[src/rtl/cs_detector_multi.sv]
// cs_detector_multi: per-channel carrier-sense detector.
// Each channel computes |I|+|Q|, averages it over a 2^LOG_WIN sliding window,
// and runs a hysteresis/hold-off FSM that drives an enable-gated busy flag.
//
// Ports:
//   clk, rst         clock, asynchronous active-low reset
//   set_stb/addr/data settings bus (enable mask, thr_high, thr_low, holdoff)
//   i_data, q_data   packed signed I/Q samples, channel k at [k*SAMPLE_W +: SAMPLE_W]
//   strobe, run      sample valid (shared) and RX running
//   avg_out          packed per-channel window averages (SAMPLE_W+1 bits each)
//   avg_valid        one-cycle pulse when avg_out updates
//   carrier_present  per-channel busy flag gated by the enable mask
//   present_any      OR of carrier_present
module cs_detector_multi #(
    parameter int unsigned NUM_CH    = 2,
    parameter int unsigned SAMPLE_W  = 16,
    parameter int unsigned LOG_WIN   = 4,
    parameter int unsigned BASE_ADDR = 66
) (
    input  logic                            clk,
    input  logic                            rst,
    input  logic                            set_stb,
    input  logic [7:0]                      set_addr,
    input  logic [31:0]                     set_data,
    input  logic [NUM_CH*SAMPLE_W-1:0]      i_data,
    input  logic [NUM_CH*SAMPLE_W-1:0]      q_data,
    input  logic                            strobe,
    input  logic                            run,
    output logic [NUM_CH*(SAMPLE_W+1)-1:0]  avg_out,
    output logic                            avg_valid,
    output logic [NUM_CH-1:0]               carrier_present,
    output logic                            present_any
);

    localparam int unsigned MAG_W = SAMPLE_W + 1;
    localparam int unsigned SUM_W = MAG_W + LOG_WIN;
    localparam int unsigned WIN   = 1 << LOG_WIN;

    typedef enum logic [1:0] {WARMUP, CLEAR, BUSY, HOLD} state_t;

    // Sign-extend then negate negatives; the extra bit keeps |-2^(W-1)| exact.
    function automatic logic [MAG_W-1:0] abs_ext(input logic [SAMPLE_W-1:0] x);
        logic [MAG_W-1:0] ext;
        ext = {x[SAMPLE_W-1], x};
        return x[SAMPLE_W-1] ? (~ext) + MAG_W'(1) : ext;
    endfunction

    // ---------------- settings registers ----------------
    logic [NUM_CH-1:0] en_q;
    logic [NUM_CH-1:0] en_d;
    logic [31:0]       thr_hi_q;
    logic [31:0]       thr_lo_q;
    logic [31:0]       thr_lo_eff;
    logic [15:0]       holdoff_q;
    logic              wr_en;
    logic              wr_hi;
    logic              wr_lo;
    logic              wr_hold;

    assign wr_en   = set_stb && (set_addr == 8'(BASE_ADDR));
    assign wr_hi   = set_stb && (set_addr == 8'(BASE_ADDR + 1));
    assign wr_lo   = set_stb && (set_addr == 8'(BASE_ADDR + 2));
    assign wr_hold = set_stb && (set_addr == 8'(BASE_ADDR + 3));

    // Next mask value, so a mask write reaches carrier_present one cycle later.
    assign en_d       = wr_en ? set_data[NUM_CH-1:0] : en_q;
    assign thr_lo_eff = (thr_lo_q < thr_hi_q) ? thr_lo_q : thr_hi_q;

    always_ff @(posedge clk or negedge rst) begin
        if (!rst) begin
            en_q      <= '1;
            thr_hi_q  <= 32'd100;
            thr_lo_q  <= 32'd80;
            holdoff_q <= 16'd16;
        end else begin
            en_q <= en_d;
            if (wr_hi)   thr_hi_q  <= set_data;
            if (wr_lo)   thr_lo_q  <= set_data;
            if (wr_hold) holdoff_q <= set_data[15:0];
        end
    end

    // ---------------- stage 1: magnitude ----------------
    logic [MAG_W-1:0] mag_d [NUM_CH];
    logic [MAG_W-1:0] mag_q [NUM_CH];
    logic             mag_vld;

    always_comb begin
        for (int unsigned k = 0; k < NUM_CH; k++) begin
            mag_d[k] = abs_ext(i_data[k*SAMPLE_W +: SAMPLE_W])
                     + abs_ext(q_data[k*SAMPLE_W +: SAMPLE_W]);
        end
    end

    always_ff @(posedge clk or negedge rst) begin
        if (!rst) begin
            mag_vld <= 1'b0;
            for (int unsigned k = 0; k < NUM_CH; k++) mag_q[k] <= '0;
        end else if (!run) begin
            mag_vld <= 1'b0;
            for (int unsigned k = 0; k < NUM_CH; k++) mag_q[k] <= '0;
        end else begin
            mag_vld <= strobe;
            if (strobe) begin
                for (int unsigned k = 0; k < NUM_CH; k++) mag_q[k] <= mag_d[k];
            end
        end
    end

    // ---------------- stage 2: window sum and average ----------------
    logic [MAG_W-1:0]   win_q [NUM_CH][WIN];
    logic [SUM_W-1:0]   sum_q [NUM_CH];
    logic [SUM_W-1:0]   sum_d [NUM_CH];
    logic [LOG_WIN-1:0] wp_q;

    // Add the incoming magnitude, drop the one it overwrites.
    always_comb begin
        for (int unsigned k = 0; k < NUM_CH; k++) begin
            sum_d[k] = sum_q[k] + SUM_W'(mag_q[k]) - SUM_W'(win_q[k][wp_q]);
        end
    end

    always_ff @(posedge clk or negedge rst) begin
        if (!rst) begin
            wp_q      <= '0;
            avg_out   <= '0;
            avg_valid <= 1'b0;
            for (int unsigned k = 0; k < NUM_CH; k++) begin
                sum_q[k] <= '0;
                for (int unsigned j = 0; j < WIN; j++) win_q[k][j] <= '0;
            end
        end else if (!run) begin
            wp_q      <= '0;
            avg_out   <= '0;
            avg_valid <= 1'b0;
            for (int unsigned k = 0; k < NUM_CH; k++) begin
                sum_q[k] <= '0;
                for (int unsigned j = 0; j < WIN; j++) win_q[k][j] <= '0;
            end
        end else begin
            avg_valid <= mag_vld;
            if (mag_vld) begin
                wp_q <= wp_q + LOG_WIN'(1);
                for (int unsigned k = 0; k < NUM_CH; k++) begin
                    win_q[k][wp_q]             <= mag_q[k];
                    sum_q[k]                   <= sum_d[k];
                    avg_out[k*MAG_W +: MAG_W]  <= MAG_W'(sum_d[k] >> LOG_WIN);
                end
            end
        end
    end

    // ---------------- stage 3: hysteresis FSM ----------------
    state_t             state_q [NUM_CH];
    state_t             state_d [NUM_CH];
    logic [15:0]        hold_q  [NUM_CH];
    logic [15:0]        hold_d  [NUM_CH];
    logic [LOG_WIN-1:0] warm_q  [NUM_CH];
    logic [LOG_WIN-1:0] warm_d  [NUM_CH];
    logic [31:0]        avg_w   [NUM_CH];
    logic [NUM_CH-1:0]  raw_d;

    always_comb begin
        raw_d = '0;
        for (int unsigned k = 0; k < NUM_CH; k++) begin
            state_d[k] = state_q[k];
            hold_d[k]  = hold_q[k];
            warm_d[k]  = warm_q[k];
            avg_w[k]   = 32'(avg_out[k*MAG_W +: MAG_W]);
            if (avg_valid) begin
                unique case (state_q[k])
                    WARMUP: begin
                        warm_d[k] = warm_q[k] + LOG_WIN'(1);
                        // The sample that fills the window is judged as in CLEAR.
                        if (warm_q[k] == LOG_WIN'(WIN - 1)) begin
                            state_d[k] = (avg_w[k] >= thr_hi_q) ? BUSY : CLEAR;
                        end
                    end
                    CLEAR: begin
                        if (avg_w[k] >= thr_hi_q) state_d[k] = BUSY;
                    end
                    BUSY: begin
                        if (avg_w[k] < thr_lo_eff) begin
                            if (holdoff_q != 16'd0) begin
                                state_d[k] = HOLD;
                                hold_d[k]  = holdoff_q;
                            end else begin
                                state_d[k] = CLEAR;
                            end
                        end
                    end
                    HOLD: begin
                        // Re-trigger wins over hold expiry.
                        if (avg_w[k] >= thr_hi_q) begin
                            state_d[k] = BUSY;
                        end else if (hold_q[k] == 16'd1) begin
                            state_d[k] = CLEAR;
                        end else begin
                            hold_d[k] = hold_q[k] - 16'd1;
                        end
                    end
                    default: state_d[k] = WARMUP;
                endcase
            end
            raw_d[k] = (state_d[k] == BUSY) || (state_d[k] == HOLD);
        end
    end

    always_ff @(posedge clk or negedge rst) begin
        if (!rst) begin
            carrier_present <= '0;
            present_any     <= 1'b0;
            for (int unsigned k = 0; k < NUM_CH; k++) begin
                state_q[k] <= WARMUP;
                hold_q[k]  <= '0;
                warm_q[k]  <= '0;
            end
        end else if (!run) begin
            carrier_present <= '0;
            present_any     <= 1'b0;
            for (int unsigned k = 0; k < NUM_CH; k++) begin
                state_q[k] <= WARMUP;
                hold_q[k]  <= '0;
                warm_q[k]  <= '0;
            end
        end else begin
            carrier_present <= raw_d & en_d;
            present_any     <= |(raw_d & en_d);
            for (int unsigned k = 0; k < NUM_CH; k++) begin
                state_q[k] <= state_d[k];
                hold_q[k]  <= hold_d[k];
                warm_q[k]  <= warm_d[k];
            end
        end
    end

endmodule

[config.mk]
export PLATFORM = sky130hd
export DESIGN_NAME = cs_detector_multi
export DESIGN_NICKNAME = d
export VERILOG_FILES = /design/src/rtl/cs_detector_multi.sv
export SDC_FILE = /design/constraint.sdc
export NUM_CORES = 2
export LEC_CHECK = 0
export CAP_MARGIN = 20
export CORE_MARGIN = 4
export CORE_UTILIZATION = 62
export DETAILED_ROUTE_END_ITERATION = 12
export HOLD_SLACK_MARGIN = 0.15
export PLACE_DENSITY = 0.85
export SYNTH_ARGS = -nofsm -noshare
export SYNTH_HDL_FRONTEND = slang
export SYNTH_SLANG_ARGS = --single-unit
[constraint.sdc]
create_clock -name clk -period 7.93 [get_ports clk]
set_clock_uncertainty 0.05 [all_clocks]
set_input_delay 1.586 -clock clk [delete_from_list [all_inputs] [get_ports clk]]
set_output_delay 1.586 -clock clk [all_outputs]
set_load 0.02 [all_outputs]
==> impl_metrics.ini <==
[synth]
syn_inst = 4606
synthTopCellsByArea = dfrtp_1, nand2_1, mux4_2
synth_area_sq_mm = 0.0430
yosys.area_share.simple_pct = 15.4
syn_avg_cell_area_sq_um = 9.33
syn-num-nets = 4934
synth_edf_count = 0
synth_top_family_by_area = simple AND/OR/NAND/NOR gates
yosysTopAreaCell = dfrtp_1
yosys.cell_types.count = 85
ys_ff_latch = 755
synthArstFlopShare_pct = 100
synth_xor_area_share_pct = 2.45
yosys-mux-area-fraction_pct = 12.4
seq_area_frac_synth_pct = 44.0
synthAdderAreaFrac_pct = 7.01
synth-compound-area-share_pct = 13.2
yosys_warnings = 0
synth_top_area_share_pct = 43.5
synth_top_flop_cell = dfrtp_1

[cts]
cts.sinks = 755
cts_made_buffers = 79
clk_latency_ns = 0.64
cts_setup_buffers = 0
cts_tree = done
post_cts_resized = 0
cts_root_buffer = clkbuf_16
hold_buffers = 0
htreeDepth = 3
clk_pin_slew_ns = 0.06
cts.path.max_buffers = 3

[critical_path]
path_buf_inv = 2
crit_type = reg2reg
required_ns = 8.38
worstPathMaxFanout = 42
cp_top_family = compound AO/OA/AOI/OAI gates
critPathCaptureType = flip-flop
crit_path_cell_trace = buf_4 -> mux4_2 -> mux4_2 -> fa_1 -> inv_1 -> ha_1 -> a21o_1 -> a21o_1 -> a21oi_1 -> o21ai_0 -> a41oi_1 -> a211oi_1 -> o21ai_0 -> a21boi_0 -> o21a_1 -> o311ai_0
arrival_ns = 6.53
crit_path_max_incr_delay_ns = 1.01
slowest_stage = dfrtp_4
worstSetupStartpointType = flip-flop

[route]
wl_met3_mm = 15.6
antenna_left = 0
drt-met1-wl_mm = 46.1
wl_per_cell_microns = 23.7
drcViolationCount = 0
vias = 36400
routed_wl_mm = 131
viasPerCell = 6.59
dr.pass1.iters = 7
drt_iter0_markers = 4877
wl_met2_mm = 58.9
top_layer = met4

[sta]
relSlewSlack_pct = 22.2
fin_crit_ns = 6.08
period_share_pct = 76.7
finalSetupTns_ns = 0
rsz0062_at_grt = false
fin_ws_ns = 1.85
max_freq_mhz = 164
tightest_slew_ns = 1.16
setup_viol = 0
hold_viol = 0
final-max-slew-violation-count = 0

[cells_and_area]
nNetsFinal = 4857
area_growth_pct = 10.9
layout-drive-gt1-share_pct = 11.1
post-route-util_pct = 69.5
stdcell_count = 5527

[status]
status = completed

[place]
dp_slack_ns = 1.90
dp_hpwl_mm = 81.5
gp_congestion = 0.923
io_buffers = 146
place_inst = 5378

[job]
cap_violations = 0

[global_route]
grt_pass1_vias = 36400
overflow = 0
grt_usage_pct = 35.2
antenna_found_initial = 2
grt_max_degree = 156
grt_pass1_wl_mm = 203

[floorplan]
coreArea_sq_mm = 0.0686
io-pin-count = 147
die_h_microns = 271
row_count = 96
die_x_microns = 271
dieArea_sq_mm = 0.0736
start_util_pct = 62.6

[worst_hold_path]
holdCritPathClass = reg2reg

[power_and_ir_drop]
leakage_nw = 20.1
power.total_mw = 12.0
vdd_drop_max_uv = 187
powerDensity_mw_per_mm2 = 252
[layout make-up]
cell class / count / area [sq um]
clock inverters: 26 / 363
repair buffers: 204 / 1990
diodes: 3 / 7.51
flip-flops and latches: 755 / 18900
multi-input cells: 3259 / 21900
inverters: 230 / 871
fillers: 4784 / 20900
clock buffers: 119 / 2450
well taps: 931 / 1160
[final timing paths]
check                              from           end  slack, ns  depth (start not counted)
hold reg to reg            thr_hi_q[14]  thr_hi_q[14]       0.46                          1
setup reg to reg                wp_q[0]   avg_out[33]       1.85                         16
hold / removal             thr_hi_q[14]  thr_hi_q[14]       0.46                          1
max in group asynchronous           rst    win_q[136]       5.30                          2
setup / recovery                wp_q[0]   avg_out[33]       1.85                         16
min in group asynchronous           rst    hold_q[19]       1.01                          1
[kinds of logic after synthesis]
logic type / count (synthesis)
AND/OR/NAND/NOR: 1627
flip-flops: 755
buffers and inverters: 592
XOR/XNOR: 120
multiplexers: 310
adder cells (fa/ha/maj): 219
AO/OA/AOI/OAI: 983
[cells in the mapped netlist (all sizes together) (24+ instances only)]
cell type / instances
xor2: 24
mux4: 170
o211ai: 24
inv: 230
o21ai: 81
clkbuf: 299
dfrtp: 747
xnor2: 96
nand2: 1210
buf: 63
nand3: 52
ha: 183
a21o: 57
nand4: 24
mux2: 83
nor2: 182
o31ai: 26
mux2i: 57
fa: 36
a21oi: 660
nor3: 44
[metrics by stage]
| stage | hold slack, ns | cell area [sq um] |
|---|---|---|
| detailed placement | 0.443 | 44800 |
| CTS | 0.455 | 47600 |
| floorplan | 0.429 | 43000 |
| global route | 0.466 | 47600 |
| finish | 0.457 | 47600 |
| global placement | 0.436 | 44800 |
[where the power goes]
| group | switching [mW] | internal, mW |
|---|---|---|
| clock | 1.62 | 2.40 |
| sequential | 0.418 | 3.98 |
| combinational | 2.06 | 1.53 |
[state kept, by name, indices dropped and copies added (netlist names)]
register         flops
holdoff_q           16
warm_q               8
avg_out             34
mag_vld              1
win_q              544
carrier_present      2
thr_hi_q            32
present_any          1
mag_q               34
sum_q                8
hold_q              32
wp_q                 4
avg_valid            1
thr_lo_q            32
en_q                 2
state_q              4
[worst reg2reg max path: cells and delay by family, from the launching register on]
family                   cells  cell delay, ns
AO/OA/AOI/OAI               10            2.31
multiplexers                 2            1.11
flip-flops                   1            1.01
adder cells (fa/ha/maj)      2            0.83
buffers and inverters        2            0.62
[cells in the final DEF (no fill, tap or decap), drive strengths merged, types with 8 or more instances in the layout]
cell type / count
nor2: 182
or3: 13
clkdlybuf4s50: 144
bufinv: 8
xnor2: 96
or4: 8
nor2b: 13
clkinv: 12
nor4: 23
mux2i: 57
inv: 233
or2: 10
o21ai: 81
ha: 183
xor2: 24
o21bai: 17
dfrtp: 747
and3: 11
o21a: 8
nor3: 44
dfstp: 8
mux2: 83
buf: 60
clkbuf: 119
nand4: 24
a31oi: 12
o31ai: 26
nand2: 1210
a211oi: 20
nand3: 52
a21oi: 660
o41ai: 11
mux4: 170
o311ai: 9
fa: 36
nand2b: 16
o211ai: 24
a21o: 57
[layer usage]
metal | global-route usage [%] | vias to the layer above
met2 | 54.3 | 2508
met4 | 22.7 | 0
met3 | 9.65 | 748
met5 | 0 | -
li1 | - | 15600
met1 | 44.1 | 17600
No activity file was read; power rests on OpenSTA's default activity.
